--- config.mk ---
export PLATFORM = sky130hd
export DESIGN_NAME = bopit_round_ctrl
export DESIGN_NICKNAME = d
export VERILOG_FILES = /design/src/rtl/bopit_round_ctrl.sv
export SDC_FILE = /design/constraint.sdc
export NUM_CORES = 1
export LEC_CHECK = 0
export CORE_MARGIN = 4
export CORE_UTILIZATION = 40
export CTS_CLUSTER_SIZE = 28
export DETAILED_ROUTE_END_ITERATION = 8
export SETUP_SLACK_MARGIN = 0.02
export SYNTH_ARGS = -nofsm -noshare
export SYNTH_HDL_FRONTEND = slang
export SYNTH_SLANG_ARGS = --single-unit
--- constraint.sdc ---
create_clock -name masterclk -period 4.5 [get_ports masterclk]
set_clock_uncertainty 0.1 [all_clocks]
set_input_delay 0.675 -clock masterclk [delete_from_list [all_inputs] [get_ports masterclk]]
set_output_delay 0.675 -clock masterclk [all_outputs]
set_load 0.02 [all_outputs]
--- src/rtl/bopit_round_ctrl.sv ---
// Bop-It round sequencer: issues one-hot commands, times the response window in
// divider ticks, scores hits and shrinks the window after each one.
module bopit_round_ctrl #(
    parameter int NUM_CMDS    = 3,
    parameter int INIT_WINDOW = 20,
    parameter int MIN_WINDOW  = 6,
    parameter int WINDOW_STEP = 1,
    parameter int GAP_TICKS   = 4,
    parameter int WIN_SCORE   = 99
) (
    input  logic                masterclk,
    input  logic                rst,
    input  logic                tick_in,
    input  logic                start,
    input  logic [NUM_CMDS-1:0] action_in,
    input  logic [1:0]          rand_in,
    output logic [NUM_CMDS-1:0] cmd,
    output logic                cmd_valid,
    output logic [7:0]          time_left,
    output logic [7:0]          score,
    output logic                hit_pulse,
    output logic                game_over,
    output logic                win
);

    typedef enum logic [2:0] {
        S_IDLE, S_GAP, S_ISSUE, S_WAIT, S_HIT, S_OVER
    } state_t;

    localparam logic [7:0] INIT8  = 8'(INIT_WINDOW);
    localparam logic [7:0] MIN8   = 8'(MIN_WINDOW);
    localparam logic [7:0] STEP8  = 8'(WINDOW_STEP);
    localparam logic [7:0] GAP8   = 8'(GAP_TICKS);
    localparam logic [7:0] WIN8   = 8'(WIN_SCORE);
    localparam logic [8:0] FLOOR9 = 9'(MIN_WINDOW + WINDOW_STEP);

    state_t              r_state, w_next;
    logic                r_tick_prev;
    logic [NUM_CMDS-1:0] r_action_prev;
    logic [NUM_CMDS-1:0] r_cmd;
    logic [7:0]          r_time_left;
    logic [7:0]          r_score;
    logic [7:0]          r_window;
    logic [7:0]          r_gap_cnt;
    logic                r_win;

    logic                w_tick_ev;
    logic [NUM_CMDS-1:0] w_rise;
    logic                w_wrong;
    logic                w_correct;
    logic [7:0]          w_score_inc;
    logic                w_win_hit;
    logic [7:0]          w_window_next;
    logic [1:0]          w_idx;
    logic [NUM_CMDS-1:0] w_cmd_sel;

    assign w_tick_ev   = tick_in & ~r_tick_prev;
    assign w_rise      = action_in & ~r_action_prev;
    // Any stray rise, even alongside the right one, loses the round.
    assign w_wrong     = (w_rise != '0) && (w_rise != r_cmd);
    assign w_correct   = (w_rise == r_cmd) && (r_cmd != '0);
    assign w_score_inc = (r_score == 8'hFF) ? r_score : r_score + 8'd1;
    assign w_win_hit   = (w_score_inc == WIN8);
    // Compare in 9 bits so the subtraction can never wrap below the floor.
    assign w_window_next = ({1'b0, r_window} >= FLOOR9) ? (r_window - STEP8) : MIN8;
    assign w_idx       = (32'(rand_in) < NUM_CMDS) ? rand_in : 2'd0;
    assign w_cmd_sel   = NUM_CMDS'(1) << w_idx;

    always_ff @(posedge masterclk) begin
        if (rst) r_state <= S_IDLE;
        else     r_state <= w_next;
    end

    always_comb begin
        w_next = r_state;
        unique case (r_state)
            S_IDLE:  if (start) w_next = S_GAP;
            S_GAP:   if (w_tick_ev && r_gap_cnt <= 8'd1) w_next = S_ISSUE;
            S_ISSUE: w_next = S_WAIT;
            S_WAIT: begin
                if (w_wrong)                                w_next = S_OVER;
                else if (w_correct)                         w_next = S_HIT;
                else if (w_tick_ev && r_time_left <= 8'd1)  w_next = S_OVER;
            end
            S_HIT:   w_next = w_win_hit ? S_OVER : S_GAP;
            S_OVER:  if (start) w_next = S_GAP;
            default: w_next = S_IDLE;
        endcase
    end

    always_ff @(posedge masterclk) begin
        if (rst) begin
            r_tick_prev   <= 1'b0;
            r_action_prev <= '0;
            r_cmd         <= '0;
            r_time_left   <= 8'd0;
            r_score       <= 8'd0;
            r_window      <= INIT8;
            r_gap_cnt     <= 8'd0;
            r_win         <= 1'b0;
        end else begin
            r_tick_prev   <= tick_in;
            r_action_prev <= action_in;
            unique case (r_state)
                S_IDLE, S_OVER: begin
                    if (start) begin
                        r_score   <= 8'd0;
                        r_window  <= INIT8;
                        r_gap_cnt <= GAP8;
                        r_win     <= 1'b0;
                    end
                end
                S_GAP: if (w_tick_ev) r_gap_cnt <= r_gap_cnt - 8'd1;
                S_ISSUE: begin
                    r_cmd       <= w_cmd_sel;
                    r_time_left <= r_window;
                end
                S_WAIT: begin
                    // A correct press wins over a simultaneous tick; a wrong one freezes time_left.
                    if (!w_wrong && !w_correct && w_tick_ev && r_time_left != 8'd0)
                        r_time_left <= r_time_left - 8'd1;
                end
                S_HIT: begin
                    r_score   <= w_score_inc;
                    r_window  <= w_window_next;
                    r_gap_cnt <= GAP8;
                    if (w_win_hit) r_win <= 1'b1;
                end
                default: ;
            endcase
        end
    end

    assign cmd       = (r_state == S_WAIT) ? r_cmd : '0;
    assign cmd_valid = (r_state == S_WAIT);
    assign hit_pulse = (r_state == S_HIT);
    assign game_over = (r_state == S_OVER);
    assign win       = r_win;
    assign time_left = r_time_left;
    assign score     = r_score;

endmodule

==> results.toml, run 1 <==
[run_status]
status = "finished, final reports clean"

[clock_tree]
cts_tree = "yes"
post_cts_buffers = 0
cts.sinks = 43
clock_latency_ns = 0.30
clk_pin_slew_worst_paths_ns = 0.08
clockBufferDepth = 2
ctsResizeCount = 0
htreeDepth = 2
cts_buffers = 5
cts_hold_buf = 0
cts-root-buf = "clkbuf_8"

[synth]
post_synth_main_area_contributors = "dfxtp_1 35%, a21oi_1 6.5%, nor2_1 5.8%, ha_1 5.1%, nor3_1 4.1%"
synth-edff-count = 0
syn_area_per_cell_sq_um = 7.83
synthCells = 315
netlist_area_sq_um = 2470
synth-seq-area-share = 0.349
async_flop_share = 0
synth_fp_nets = 334
yosys_warnings = 0
ys_seq_elements = 43
synthFlopType = "dfxtp_1"
yosysTopAreaCell = "dfxtp_1"
ys_types = 52
yosysTopAreaCellShare = 0.349

[sta]
period_needed_ns = 3.00
setup_viol = 0
finalCritPeriodShare = 0.667
hold_ws_ns = 0.374
max_freq_mhz = 333
hold_viol_final = 0
worst_slew_pin_slew_ns = 1.13
relSlewSlack = 0.240
setup-tns-final_ns = 0
rsz0062_at_grt = "false"
finalMaxSlewViolations = 0

[routing]
drc = 0
drt-pass1-iter-count = 4
vias = 2273
wl_per_cell_microns = 14.1
ant_nets = 0
drt_wl_total_microns = 5900
via_per_inst = 5.44
drt_iter0_markers = 128

[die]
die_h_microns = 86.5
row_count = 28
dieArea_sq_um = 7490
core_sq_um = 5960
die_w_microns = 86.5
floorplan.initialDensity = 0.414
io_pins = 32

[placed_design]
port_buffers = 31
routabilityCongestion = 0.809
placedInstanceArea_sq_um = 2820
dp_hpwl_microns = 4190

[cells_and_area]
final_design_area_no_fill_sq_um = 2950
synthToLayoutAreaGrowth_pct = 19.5
layout_commonest_cell = "dfxtp_1"
drive_above_1_share = 0.0583
antennaDiodeCount = 0
finalNetCount = 361
most-common-layout-cells = "43 x dfxtp_1, 38 x nor2_1, 32 x a21oi_1"

[job]
maxCapViolCount = 0

[pwr]
leakagePower_nw = 1.04
pwr-share-seq = 0.365
power.switching_uw = 559
ir_drop_uv = 182
clockPowerShare = 0.243
p_int_uw = 909
comb_power_share = 0.392
power_density_nw_per_um2 = 498
power_mw = 1.47
swShare = 0.381

[critical_path]
r2r_start = "r_state[1]"
cp-startpoint = "r_state[1]"
critical_path.top_delay_family = "buffers and inverters"
cp-endpoint = "hit_pulse"
cp_data_required_time_ns = 3.72
rrSetupSlack_ns = 1.85
worst_setup_path_start_kind = "register"
timing.critical_path.cells = "or3b_1 -> clkinv_1 -> clkdlybuf4s50_1"
r2r-end = "time_left[0]"
max_stage_delay_ns = 0.63
arrival_ns = 2.23
crit_path_end_kind = "primary output"
criticalPathCategory = "reg2out"
cp_max_fo = 13
path_depth = 3
ff2ff_path_depth = 5
path_buf_inv = 2
slowest_stage = "clkdlybuf4s50_1"

[grt]
track_usage = 0.167
antenna_found_initial = 0
grt_max_degree = 26
grt_pass1_vias = 2193
grt_pass1_wl_microns = 10200
grt_overflow = 0

[min_path]
hold_path.class = "reg2reg"
## metal layers
layer	global-route usage	wire, microns
met5	0	0
met4	0.0382	60
met3	0.0333	208
met2	0.277	2690
met1	0.223	2940
## power groups by stage
stage / Combinational [mW] / Clock, mW / Sequential [mW]
6_report: 0.575 / 0.357 / 0.536
2_1_floorplan: 0.478 / 0 / 0.511
3_3_place_gp: 0.570 / 0 / 0.542
4_1_cts: 0.583 / 0.368 / 0.535
5_1_grt: 0.652 / 0.382 / 0.547
3_5_place_dp: 0.579 / 0 / 0.543
## final cells by class
class                           instances  area [sq um]
Clock buffer                            6          72.6
Fill cell                             624          3010
Inverter                               20          75.1
Timing Repair Buffer                   34           333
Sequential cell                        43           861
Multi-Input combinational cell        238          1450
Clock inverter                          2          60.1
Tap cell                               75          93.8
## registers in the layout (all words and copies together), names as in the netlist
register and cells:
r_gap_cnt 8, r_window 8, score 8, time_left 8, r_action_prev 3, r_cmd 3
r_state 3, r_tick_prev 1, win 1
## cells in the mapped netlist, types with 2 or more instances
library cell  number
xor2_1             7
nand2_1           20
o211ai_1           3
a311oi_1           3
nor4_1             5
buf_2              2
nand4_1            2
nor2_1            38
or2_2              5
a211oi_1           4
a21o_1             2
nor2b_1            9
buf_6              3
inv_1             19
nand4b_1           2
nand3b_1           4
o2111ai_1          2
clkbuf_1           8
o21ai_0           19
a31oi_1            2
o31ai_1            6
ha_1              10
a21oi_1           32
nand3_1            8
or3_1              5
dfxtp_1           43
xnor2_1            4
nor3_1            20
nor3b_1            3
or3b_1             2
mux2i_1            2
## kinds of logic (layout without fill, tap and decap cells)
group | Yosys count | in the layout | share of synthesized area
AO/OA/AOI/OAI | 85 | 85 | 0.221
adder cells (fa/ha/maj) | 10 | 10 | 0.0507
XOR/XNOR | 11 | 11 | 0.0390
buffers and inverters | 34 | 62 | 0.0619
AND/OR/NAND/NOR | 130 | 130 | 0.271
flip-flops | 43 | 43 | 0.349
multiplexers | 2 | 2 | 0.00811
## through the flow
stage	util	worst slack [ns]	std cells
final	0.495	1.50	418
after CTS	0.495	1.48	418
after detailed placement	0.473	1.52	410
after floorplan	-	2.38	315
after global placement	0.473	1.62	410
after global routing	0.495	1.37	418
## worst register-to-register path: cells and delay by family (launching register included)
family | cells | cell delay [ns]
flops | 1 | 0.60
simple gates | 2 | 1.18
buf+inv | 1 | 0.11
compound gates | 2 | 0.60
## worst min-delay path by stage
stage	from	endpoint	cells past startpoint
6_report	win	win	2
5_1_grt	win	win	2
4_1_cts	win	win	2
3_5_place_dp	win	win	2
3_3_place_gp	win	win	2
2_1_floorplan	r_window[7]	r_window[7]	1
(Power assumes the default switching activity.)
==> run 2, diff against run 1 <==
==> constraint.sdc (replaced) <==
create_clock -name masterclk -period 3 [get_ports masterclk]
set_clock_uncertainty 0.1 [all_clocks]
set_input_delay 0.45 -clock masterclk [delete_from_list [all_inputs] [get_ports masterclk]]
set_output_delay 0.45 -clock masterclk [all_outputs]
set_load 0.02 [all_outputs]
==> run 2 against run 1 <==
Sequential cell count unchanged. Global-route usage about the same. Critical path depth unchanged. Clock power decreased by 6.2%. Sequential share of layout area increased by 0.30 points. Non-clock buffer count increased by 4. Worst hold slack improved by 0.014 ns. Core utilization decreased by 0.50 points. Routed wire length decreased by 3.3%. Power increased by 37%. Via count increased by 1.7%. Count of clock-buffer cells in the layout unchanged. Largest cell class unchanged.
==> results.toml, run 2 (synthesis results as in run 1) <==
[grt]
grt_overflow = 0
grt_pass1_vias = 2194
track_usage = 0.166
grt_max_degree = 18
antenna_found_initial = 0
grt_pass1_wl_microns = 10300

[placed_design]
dp_hpwl_microns = 4150
pre_cts_ws_ns = 0.633
dp_cells = 414
routabilityCongestion = 0.790
port_buffers = 31

[sta]
rsz0062_at_grt = "false"
finalCritPeriodShare = 0.894
hold_viol_final = 0
relSlewSlack = 0.667
hold_ws_ns = 0.388
setup-tns-final_ns = 0
setup_ws_ns = 0.317
finalMaxSlewViolations = 0
worst_slew_pin_slew_ns = 0.496
period_needed_ns = 2.68
setup_viol = 0
max_freq_mhz = 373

[clock_tree]
post_cts_buffers = 0
cts_tree = "yes"
clock_latency_ns = 0.28
cts-root-buf = "clkbuf_8"
cts_buffers = 5
clockBufferDepth = 2
ctsResizeCount = 0
htreeDepth = 2
cts_hold_buf = 0
clk_pin_slew_worst_paths_ns = 0.08
cts.sinks = 43

[cells_and_area]
most-common-layout-cells = "43 x dfxtp_1, 38 x nor2_1, 32 x a21oi_1"
fill_cells = 627
multiInputGateArea_sq_um = 1450
synthToLayoutAreaGrowth_pct = 18.3
seqCellArea_sq_um = 861
drive_above_1_share = 0.0638
instances_no_fill = 420
antennaDiodeCount = 0
layout_commonest_cell = "dfxtp_1"
finalNetCount = 365
final_util = 0.490

[critical_path]
criticalPathCategory = "reg2out"
path_depth = 3
cp_data_required_time_ns = 2.45
path_buf_inv = 2
arrival_ns = 2.13
critical_path.top_delay_family = "buffers and inverters"
cp_max_fo = 13
slowest_stage = "clkdlybuf4s50_1"
max_stage_delay_ns = 0.64
timing.critical_path.cells = "nand3b_1 -> inv_1 -> clkdlybuf4s50_1"
worst_setup_path_start_kind = "register"
ff2ff_path_depth = 6
crit_path_end_kind = "primary output"

[die]
die_w_microns = 86.5
core_sq_um = 5960
io_pins = 32
row_count = 28
floorplan.initialDensity = 0.414
dieArea_sq_um = 7490
die_h_microns = 86.5

[pwr]
leakagePower_nw = 1.03
ir_drop_uv = 285
pwr-share-seq = 0.397
clockPowerShare = 0.166
swShare = 0.404
comb_power_share = 0.437
power.switching_uw = 814
p_int_mw = 1.20
power_density_nw_per_um2 = 690

[routing]
vias = 2311
ant_nets = 0
drt_iter0_markers = 78
via_per_inst = 5.50
drc = 0
wl_per_cell_microns = 13.6
drt-pass1-iter-count = 4
drt_wl_total_microns = 5700

[min_path]
whs_path_depth = 2
hold_path.class = "reg2reg"

[job]
maxCapViolCount = 0

[run_status]
status = "finished, final reports clean"
==> run 2: area by class of cell <==
type                            count  share of cell area
Tap cell                           75              0.0321
Sequential cell                    43               0.295
Timing Repair Buffer               38               0.124
Clock buffer                        6              0.0249
Inverter                           20              0.0257
Multi-Input combinational cell    238               0.498
==> run 2: metrics by stage <==
step / total power, mW / cell area, sq um
finish: 2.01 / 2920
global route: 2.21 / 2920
CTS: 2.04 / 2920
detailed placement: 1.69 / 2850
global placement: 1.69 / 2850
floorplan: 1.48 / 2470
==> run 2: worst paths after layout <==
kind / to / start / slack, ns
worst max-delay path: cmd_valid / r_state[1] / 0.32
worst min-delay path: win / win / 0.39
worst max register to register: time_left[0] / r_state[1] / 0.68
worst min register to register: win / win / 0.39
==> run 2: power by group through the flow <==
stage	Clock [mW]	Sequential (mW)	Combinational, mW
detailed placement	0	0.812	0.882
global placement	0	0.811	0.878
finish	0.335	0.800	0.880
floorplan	0	0.767	0.716
global route	0.379	0.822	1.00
CTS	0.355	0.799	0.887
==> run 2: routing by layer <==
| layer | GRT usage | vias up | wire length [microns] |
|---|---|---|---|
| met5 | 0 | - | 0 |
| met4 | 0.0411 | 0 | 45 |
| met3 | 0.0342 | 6 | 184 |
| met2 | 0.259 | 39 | 2570 |
| met1 | 0.234 | 1085 | 2910 |
| li1 | - | 1181 | - |
==> run 2: worst register-to-register path: stages (launching register included) <==
cell      delay (ns)
dfxtp_1         0.58
nand3b_1        0.37
nor4_2          0.39
a31oi_1         0.12
buf_4           0.20
or3_1           0.31
a31oi_1         0.18
==> run 3, diff against run 2 <==
--- a/config.mk
+++ b/config.mk
@@ -9,6 +9,7 @@
 export CORE_UTILIZATION = 40
 export CTS_CLUSTER_SIZE = 28
 export DETAILED_ROUTE_END_ITERATION = 8
+export GPL_ROUTABILITY_DRIVEN = 1
 export SETUP_SLACK_MARGIN = 0.02
 export SYNTH_ARGS = -nofsm -noshare
 export SYNTH_HDL_FRONTEND = slang
==> results of run 3 <==
No change in the layout: final DEF, timing and power equal those of run 2.
